## config.mk

```make
export PLATFORM = sky130hd
export DESIGN_NAME = parking_entry_frontend
export DESIGN_NICKNAME = d
export VERILOG_FILES = /design/src/rtl/parking_pkg.sv /design/src/rtl/debounce_sync.sv /design/src/rtl/parking_entry_frontend.sv
export SDC_FILE = /design/constraint.sdc
export NUM_CORES = 1
export LEC_CHECK = 0
export BUFFER_PORTS_ARGS = -buffer_cell sky130_fd_sc_hd__buf_2
export CAP_MARGIN = 20
export CORE_MARGIN = 2
export CORE_UTILIZATION = 35
export CTS_CLUSTER_DIAMETER = 150
export DETAILED_ROUTE_END_ITERATION = 10
export GPL_TIMING_DRIVEN = 0
export SYNTH_ARGS = -nofsm -noshare
export SYNTH_HDL_FRONTEND = slang
export SYNTH_SLANG_ARGS = --single-unit
```

## constraint.sdc

```tcl
create_clock -name clock_in -period 1.8 [get_ports clock_in]
set_clock_uncertainty 0.1 [all_clocks]
set_input_delay 0.36 -clock clock_in [delete_from_list [all_inputs] [get_ports clock_in]]
set_output_delay 0.36 -clock clock_in [all_outputs]
set_load 0.02 [all_outputs]
```

## src/rtl/parking_pkg.sv

```systemverilog
// Shared definitions for the parking entry front end and parking_system.
// FSM encoding, default timing constants and the pass digit width.
package parking_pkg;

    typedef enum logic [1:0] {
        IDLE    = 2'd0,
        WAIT_D1 = 2'd1,
        WAIT_D2 = 2'd2,
        HOLD    = 2'd3
    } entry_state_e;

    localparam int DEBOUNCE_CYCLES_DEF = 4;
    localparam int ENTRY_TIMEOUT_DEF   = 1000;
    localparam int PASS_W              = 2;

endpackage

```

## src/rtl/debounce_sync.sv

```systemverilog
// One-bit debouncer with an optional two-flop input synchronizer.
// PARKING_FE_SYNC_EN adds the synchronizer (two extra cycles of latency).
module debounce_sync #(
    parameter int DEBOUNCE_CYCLES = 4
) (
    input  logic clk_i,
    input  logic rst_ni,
    input  logic raw_i,
    output logic level_o
);

    logic       in_s;
    logic [7:0] cnt_q, cnt_d;
    logic       level_q, level_d;

`ifdef PARKING_FE_SYNC_EN
    logic [1:0] sync_q;

    // Two-flop synchronizer ahead of the stability counter
    always_ff @(posedge clk_i or negedge rst_ni) begin
        if (!rst_ni) sync_q <= 2'b00;
        else         sync_q <= {sync_q[0], raw_i};
    end

    assign in_s = sync_q[1];
`else
    assign in_s = raw_i;
`endif

    // Count consecutive samples that disagree with the output; flip when enough
    always_comb begin
        cnt_d   = 8'd0;
        level_d = level_q;
        if (in_s != level_q) begin
            if (cnt_q == 8'(DEBOUNCE_CYCLES - 1)) begin
                level_d = in_s;
            end else begin
                cnt_d = cnt_q + 8'd1;
            end
        end
    end

    // Debounce state registers
    always_ff @(posedge clk_i or negedge rst_ni) begin
        if (!rst_ni) begin
            cnt_q   <= 8'd0;
            level_q <= 1'b0;
        end else begin
            cnt_q   <= cnt_d;
            level_q <= level_d;
        end
    end

    assign level_o = level_q;

endmodule

```

## src/rtl/parking_entry_frontend.sv

```systemverilog
// Debounces the gate sensors and keypad and runs the two-digit entry.
// PARKING_FE_SYNC_EN adds input synchronizers (latency DEBOUNCE_CYCLES+2).
module parking_entry_frontend
    import parking_pkg::*;
#(
    parameter int DEBOUNCE_CYCLES = DEBOUNCE_CYCLES_DEF,
    parameter int ENTRY_TIMEOUT   = ENTRY_TIMEOUT_DEF,
    parameter int TO_W            = 20
) (
    input  logic              clock_in,
    input  logic              rst_in,
    input  logic              raw_front,
    input  logic              raw_back,
    input  logic              key_pressed,
    input  logic [PASS_W-1:0] key_code,
    output logic              Front_Sensor,
    output logic              Back_Sensor,
    output logic [PASS_W-1:0] pass_1,
    output logic [PASS_W-1:0] pass_2,
    output logic              entry_busy,
    output logic              entry_timeout
);

    localparam logic [TO_W-1:0] TO_LAST = TO_W'(ENTRY_TIMEOUT - 1);

    logic              front_db, back_db, key_db;
    logic              front_prev_q, back_prev_q, key_prev_q;
    logic              rise_front, rise_back, rise_key;
    logic [PASS_W-1:0] code;

    entry_state_e      state_q;
    logic [PASS_W-1:0] pass1_q, pass2_q;
    logic [TO_W-1:0]   to_q;
    logic              to_pulse_q;

    debounce_sync #(.DEBOUNCE_CYCLES(DEBOUNCE_CYCLES)) u_db_front (
        .clk_i   (clock_in),
        .rst_ni  (rst_in),
        .raw_i   (raw_front),
        .level_o (front_db)
    );

    debounce_sync #(.DEBOUNCE_CYCLES(DEBOUNCE_CYCLES)) u_db_back (
        .clk_i   (clock_in),
        .rst_ni  (rst_in),
        .raw_i   (raw_back),
        .level_o (back_db)
    );

    debounce_sync #(.DEBOUNCE_CYCLES(DEBOUNCE_CYCLES)) u_db_key (
        .clk_i   (clock_in),
        .rst_ni  (rst_in),
        .raw_i   (key_pressed),
        .level_o (key_db)
    );

`ifdef PARKING_FE_SYNC_EN
    logic [PASS_W-1:0] code_s1_q, code_s2_q;

    // Key code rides the same two-flop depth as key_pressed
    always_ff @(posedge clock_in or negedge rst_in) begin
        if (!rst_in) begin
            code_s1_q <= '0;
            code_s2_q <= '0;
        end else begin
            code_s1_q <= key_code;
            code_s2_q <= code_s1_q;
        end
    end

    assign code = code_s2_q;
`else
    assign code = key_code;
`endif

    // Previous debounced levels for rising-edge detection
    always_ff @(posedge clock_in or negedge rst_in) begin
        if (!rst_in) begin
            front_prev_q <= 1'b0;
            back_prev_q  <= 1'b0;
            key_prev_q   <= 1'b0;
        end else begin
            front_prev_q <= front_db;
            back_prev_q  <= back_db;
            key_prev_q   <= key_db;
        end
    end

    assign rise_front = front_db & ~front_prev_q;
    assign rise_back  = back_db  & ~back_prev_q;
    assign rise_key   = key_db   & ~key_prev_q;

    // Entry FSM: key capture beats timeout, timeout beats front drop
    always_ff @(posedge clock_in or negedge rst_in) begin
        if (!rst_in) begin
            state_q    <= IDLE;
            pass1_q    <= '0;
            pass2_q    <= '0;
            to_q       <= '0;
            to_pulse_q <= 1'b0;
        end else begin
            to_pulse_q <= 1'b0;
            unique case (state_q)
                IDLE: begin
                    to_q <= '0;
                    if (rise_front) begin
                        state_q <= WAIT_D1;
                        pass1_q <= '0;
                        pass2_q <= '0;
                    end
                end
                WAIT_D1, WAIT_D2: begin
                    if (rise_key) begin
                        to_q <= '0;
                        if (state_q == WAIT_D1) begin
                            pass1_q <= code;
                            state_q <= WAIT_D2;
                        end else begin
                            pass2_q <= code;
                            state_q <= HOLD;
                        end
                    end else if (to_q == TO_LAST) begin
                        state_q    <= IDLE;
                        to_pulse_q <= 1'b1;
                        pass1_q    <= '0;
                        pass2_q    <= '0;
                        to_q       <= '0;
                    end else if (!front_db) begin
                        state_q <= IDLE;
                        pass1_q <= '0;
                        pass2_q <= '0;
                        to_q    <= '0;
                    end else if (to_q != {TO_W{1'b1}}) begin
                        to_q <= to_q + 1'b1;
                    end
                end
                HOLD: begin
                    to_q <= '0;
                    if (rise_back) begin
                        state_q <= IDLE;
                        pass1_q <= '0;
                        pass2_q <= '0;
                    end
                end
                default: begin
                    state_q <= IDLE;
                end
            endcase
        end
    end

    assign Front_Sensor  = front_db;
    assign Back_Sensor   = back_db;
    assign pass_1        = pass1_q;
    assign pass_2        = pass2_q;
    assign entry_busy    = (state_q == WAIT_D1) || (state_q == WAIT_D2);
    assign entry_timeout = to_pulse_q;

endmodule

```

==> flow_summary.ini <==
[place]
placed_cell_area_sq_mm = 0.00305
io_buffers = 14
dp_slack_ps = -343
gp_congestion = 0.826
hpwlAfterDp_mm = 3.77

[clock_tree]
clk_pin_slew_ps = 70
htree_levels = 3
clock_latency_ps = 340
cts.sinks = 57
root_buffer = clkbuf_8
cts.path.max_buffers = 2
cts_tree = built
cts_buffers = 9

[floorplan]
dieWidth_um = 93.6
die_area_sq_mm = 0.00877
die_h_um = 93.6
core_area_sq_mm = 0.00777
num_rows = 32
io_pins = 15
initial_utilization_pct = 36.2

[layout]
fin_nets = 339
area.sequential_sq_mm = 0.00143
n_antenna_cell = 0
final_util_pct = 46.5
fin_area_sq_mm = 0.00361
multiInputGateArea_sq_mm = 0.00149
syn_to_final_growth_pct = 28.4
fillers = 731
drive_gt1_share_pct = 28.9

[worst_hold_path]
min_from = raw_back
hold_path.class = primary input to flip-flop
min_to = u_db_back.level_o
worstHoldPathCells = 2

[timing]
max_freq_ghz = 0.528
period_share_pct = 105
finalSetupViolations = 12
slew_viol_final = 0
slew-limit-headroom_pct = 66.0
hold_violations = 0
rsz0062_at_grt = true
post-route-min-period_ps = 1900
fin_ws_ps = -95.3
worstMarginPinSlew_ps = 510

[setup_path]
critPathMaxStageDelay_ps = 540
reg2reg_slack_ps = -100
critPathSlowestCell = or4_4
end_kind = flip-flop
crit_arrival_ps = 2020
worstPathCellList = ha_4 -> inv_2 -> or4_4 -> buf_6 -> o211ai_1 -> xor2_1 -> nor2_1
startpoint = to_q[0]
rr_endpoint = to_q[9]
critical_path_required_ps = 1930
r2r_cells = 7
reg2reg_from = to_q[0]
crit_fanout = 5
crit_type = flip-flop to flip-flop
start_kind = flip-flop

[global_routing]
grt_use_total_pct = 14.8
grt_start_max_net_pins = 37
grt_pass1_vias = 2130
grt_overflow = 0
grt_pass1_wl_mm = 10.0
grt_antenna_before_repair = 0

[run_status]
violations = setup timing
outcome = complete, but fails checks

[logic_synthesis]
ys_warn_count = 0
ys_seq_elements = 57
synth_nets = 292
synth_cell_type_count = 42
yosysSeqAreaShare_pct = 50.7
syn-cell-area_sq_mm = 0.00281
syn_avg_cell_area_sq_um = 10.1
netlist_instances = 278

[power]
peakVddDrop_mv = 0.950
p_leak_nw = 1.60
power.density_mw_per_mm2 = 1230

[route]
viasPerCell = 5.10
drc = 0
final_antenna_net_count = 0
vias = 2197
dr.first_iter.drc_count = 96
first_pass_iters = 4
wl_per_cell_um = 14.2
routed_wl_mm = 6.11

[job]
cap_violations = 0
[worst max-delay path, delay by kind of cell, from the launching register on]
family,cells,cell delay [ps]
XOR/XNOR,1,170
AO/OA/AOI/OAI,1,180
flip-flops,1,390
adder cells (fa/ha/maj),1,160
buffers and inverters,2,190
AND/OR/NAND/NOR,2,600
[cells in the final DEF, fill, tap and decap left out, types with 4 or more instances in the layout]
cell type  instances
nand3_1           19
nand4_1            4
mux2_2             4
xor2_1            26
ha_1               5
nor3_1             8
dfrtp_2            5
nor2_1            40
buf_6              6
buf_2             13
clkbuf_8          12
xnor2_1            7
dfrtp_1           52
a31oi_1            5
and3_1            12
nand2_1           16
buf_4             21
[per-stage QoR]
step	setup TNS, ps	hold WS, ps	power, mW	std cells
floorplan	-368	-35.6	2.51	278
finish	-616	181	4.45	431
CTS	-328	163	4.34	427
global route	-1890	171	4.73	431
global placement	-6120	344	2.84	394
detailed placement	-6070	269	2.86	395
[routing by layer]
metal | share of wire, % | wire [um] | vias up | global-route usage, %
li1 | - | - | 1069 | -
met1 | 46 | 2840 | 1086 | 19.4
met2 | 49 | 2980 | 35 | 22.5
met3 | 3.3 | 203 | 7 | 5.24
met4 | 1.4 | 87 | 0 | 6.04
met5 | 0 | 0 | - | 0
[where the power goes]
part           internal, mW  switching [mW]  leakage, nW
combinational         0.602           0.783        0.724
clock                 0.886           0.491        0.116
sequential             1.49           0.198        0.763
[kinds of logic after synthesis]
kind of cell	synth area share [%]
buffers and inverters	1.73
AND/OR/NAND/NOR	24.5
multiplexers	2.71
adder cells (fa/ha/maj)	3.11
flip-flops	50.7
AO/OA/AOI/OAI	6.94
XOR/XNOR	10.3
[sequential cells by signal (all words and copies together), names as in the netlist]
| register | cells |
|---|---|
| to_q | 20 |
| u_db_back.cnt_q | 8 |
| u_db_front.cnt_q | 8 |
| u_db_key.cnt_q | 8 |
| pass_1 | 2 |
| pass_2 | 2 |
| state_q | 2 |
| back_prev_q | 1 |
| entry_timeout | 1 |
| front_prev_q | 1 |
| key_prev_q | 1 |
| u_db_back.level_o | 1 |
| u_db_front.level_o | 1 |
| u_db_key.level_o | 1 |
[final cells by class]
| cell class | instances | share of cell area [%] |
|---|---|---|
| clock inverter | 2 | 1.66 |
| buffer | 6 | 1.87 |
| clock buffer | 13 | 4.68 |
| tap | 102 | 3.53 |
| timing repair buffer | 36 | 7.00 |
| inverter | 4 | 0.416 |
| multi-input combinational | 211 | 41.2 |
| sequential | 57 | 39.7 |
[synthesized netlist by cell type]
cell       instances  area, sq um
o2bb2ai_1          2         17.5
nand3_1           20          100
xnor2_1            7         61.3
and3_1            13         81.3
and4_1             1         8.76
o21ai_1            1         5.00
o211ai_1           3         22.5
and4b_1            1         10.0
a211oi_1           2         15.0
and4bb_2           1         12.5
and2_1             1         6.26
or4_4              1         11.3
a31oi_1            5         31.3
nor3b_1            1         7.51
nor3_1             9         45.0
a22oi_1            1         7.51
xor2_1            26          228
a21oi_1            3         15.0
inv_1              4         15.0
nand2b_1           3         18.8
mux2i_1            2         20.0
o21ai_0            8         40.0
nand4_1            4         25.0
nand2_1           19         71.3
nor2b_1            3         18.8
ha_1               7         87.6
o2111ai_1          2         17.5
or2_2              2         12.5
nor4_2             1         12.5
o21a_1             2         15.0
nor2_1            44          165
nor4b_1            3         26.3
mux2_2             5         56.3
clkbuf_1           2         7.51
buf_2              3         15.0
nand4_2            1         12.5
buf_6              1         11.3
or3_1              2         12.5
nor3b_2            1         12.5
dfrtp_1           57         1430
a41oi_1            1         8.76
nor4_1             3         18.8
[how the worst max path moves through the flow]
stage          slack [ps]       end  cells after the start
2_1_floorplan         -70   to_q[7]                      7
3_3_place_gp         -320  to_q[14]                      7
3_5_place_dp         -340  to_q[19]                      7
4_1_cts               -70   to_q[7]                      6
5_1_grt              -170   to_q[7]                      7
6_report             -100   to_q[9]                      7
[timing repair]
item,CTS,global route
resized for setup,22,32
hold endpoints to repair,21,0
gates cloned,1,0
setup buffers,15,4
endpoints found under the setup margin,27,33
pin swaps,14,16
hold buffers,1,0
Power figures use the tool's default switching activity.
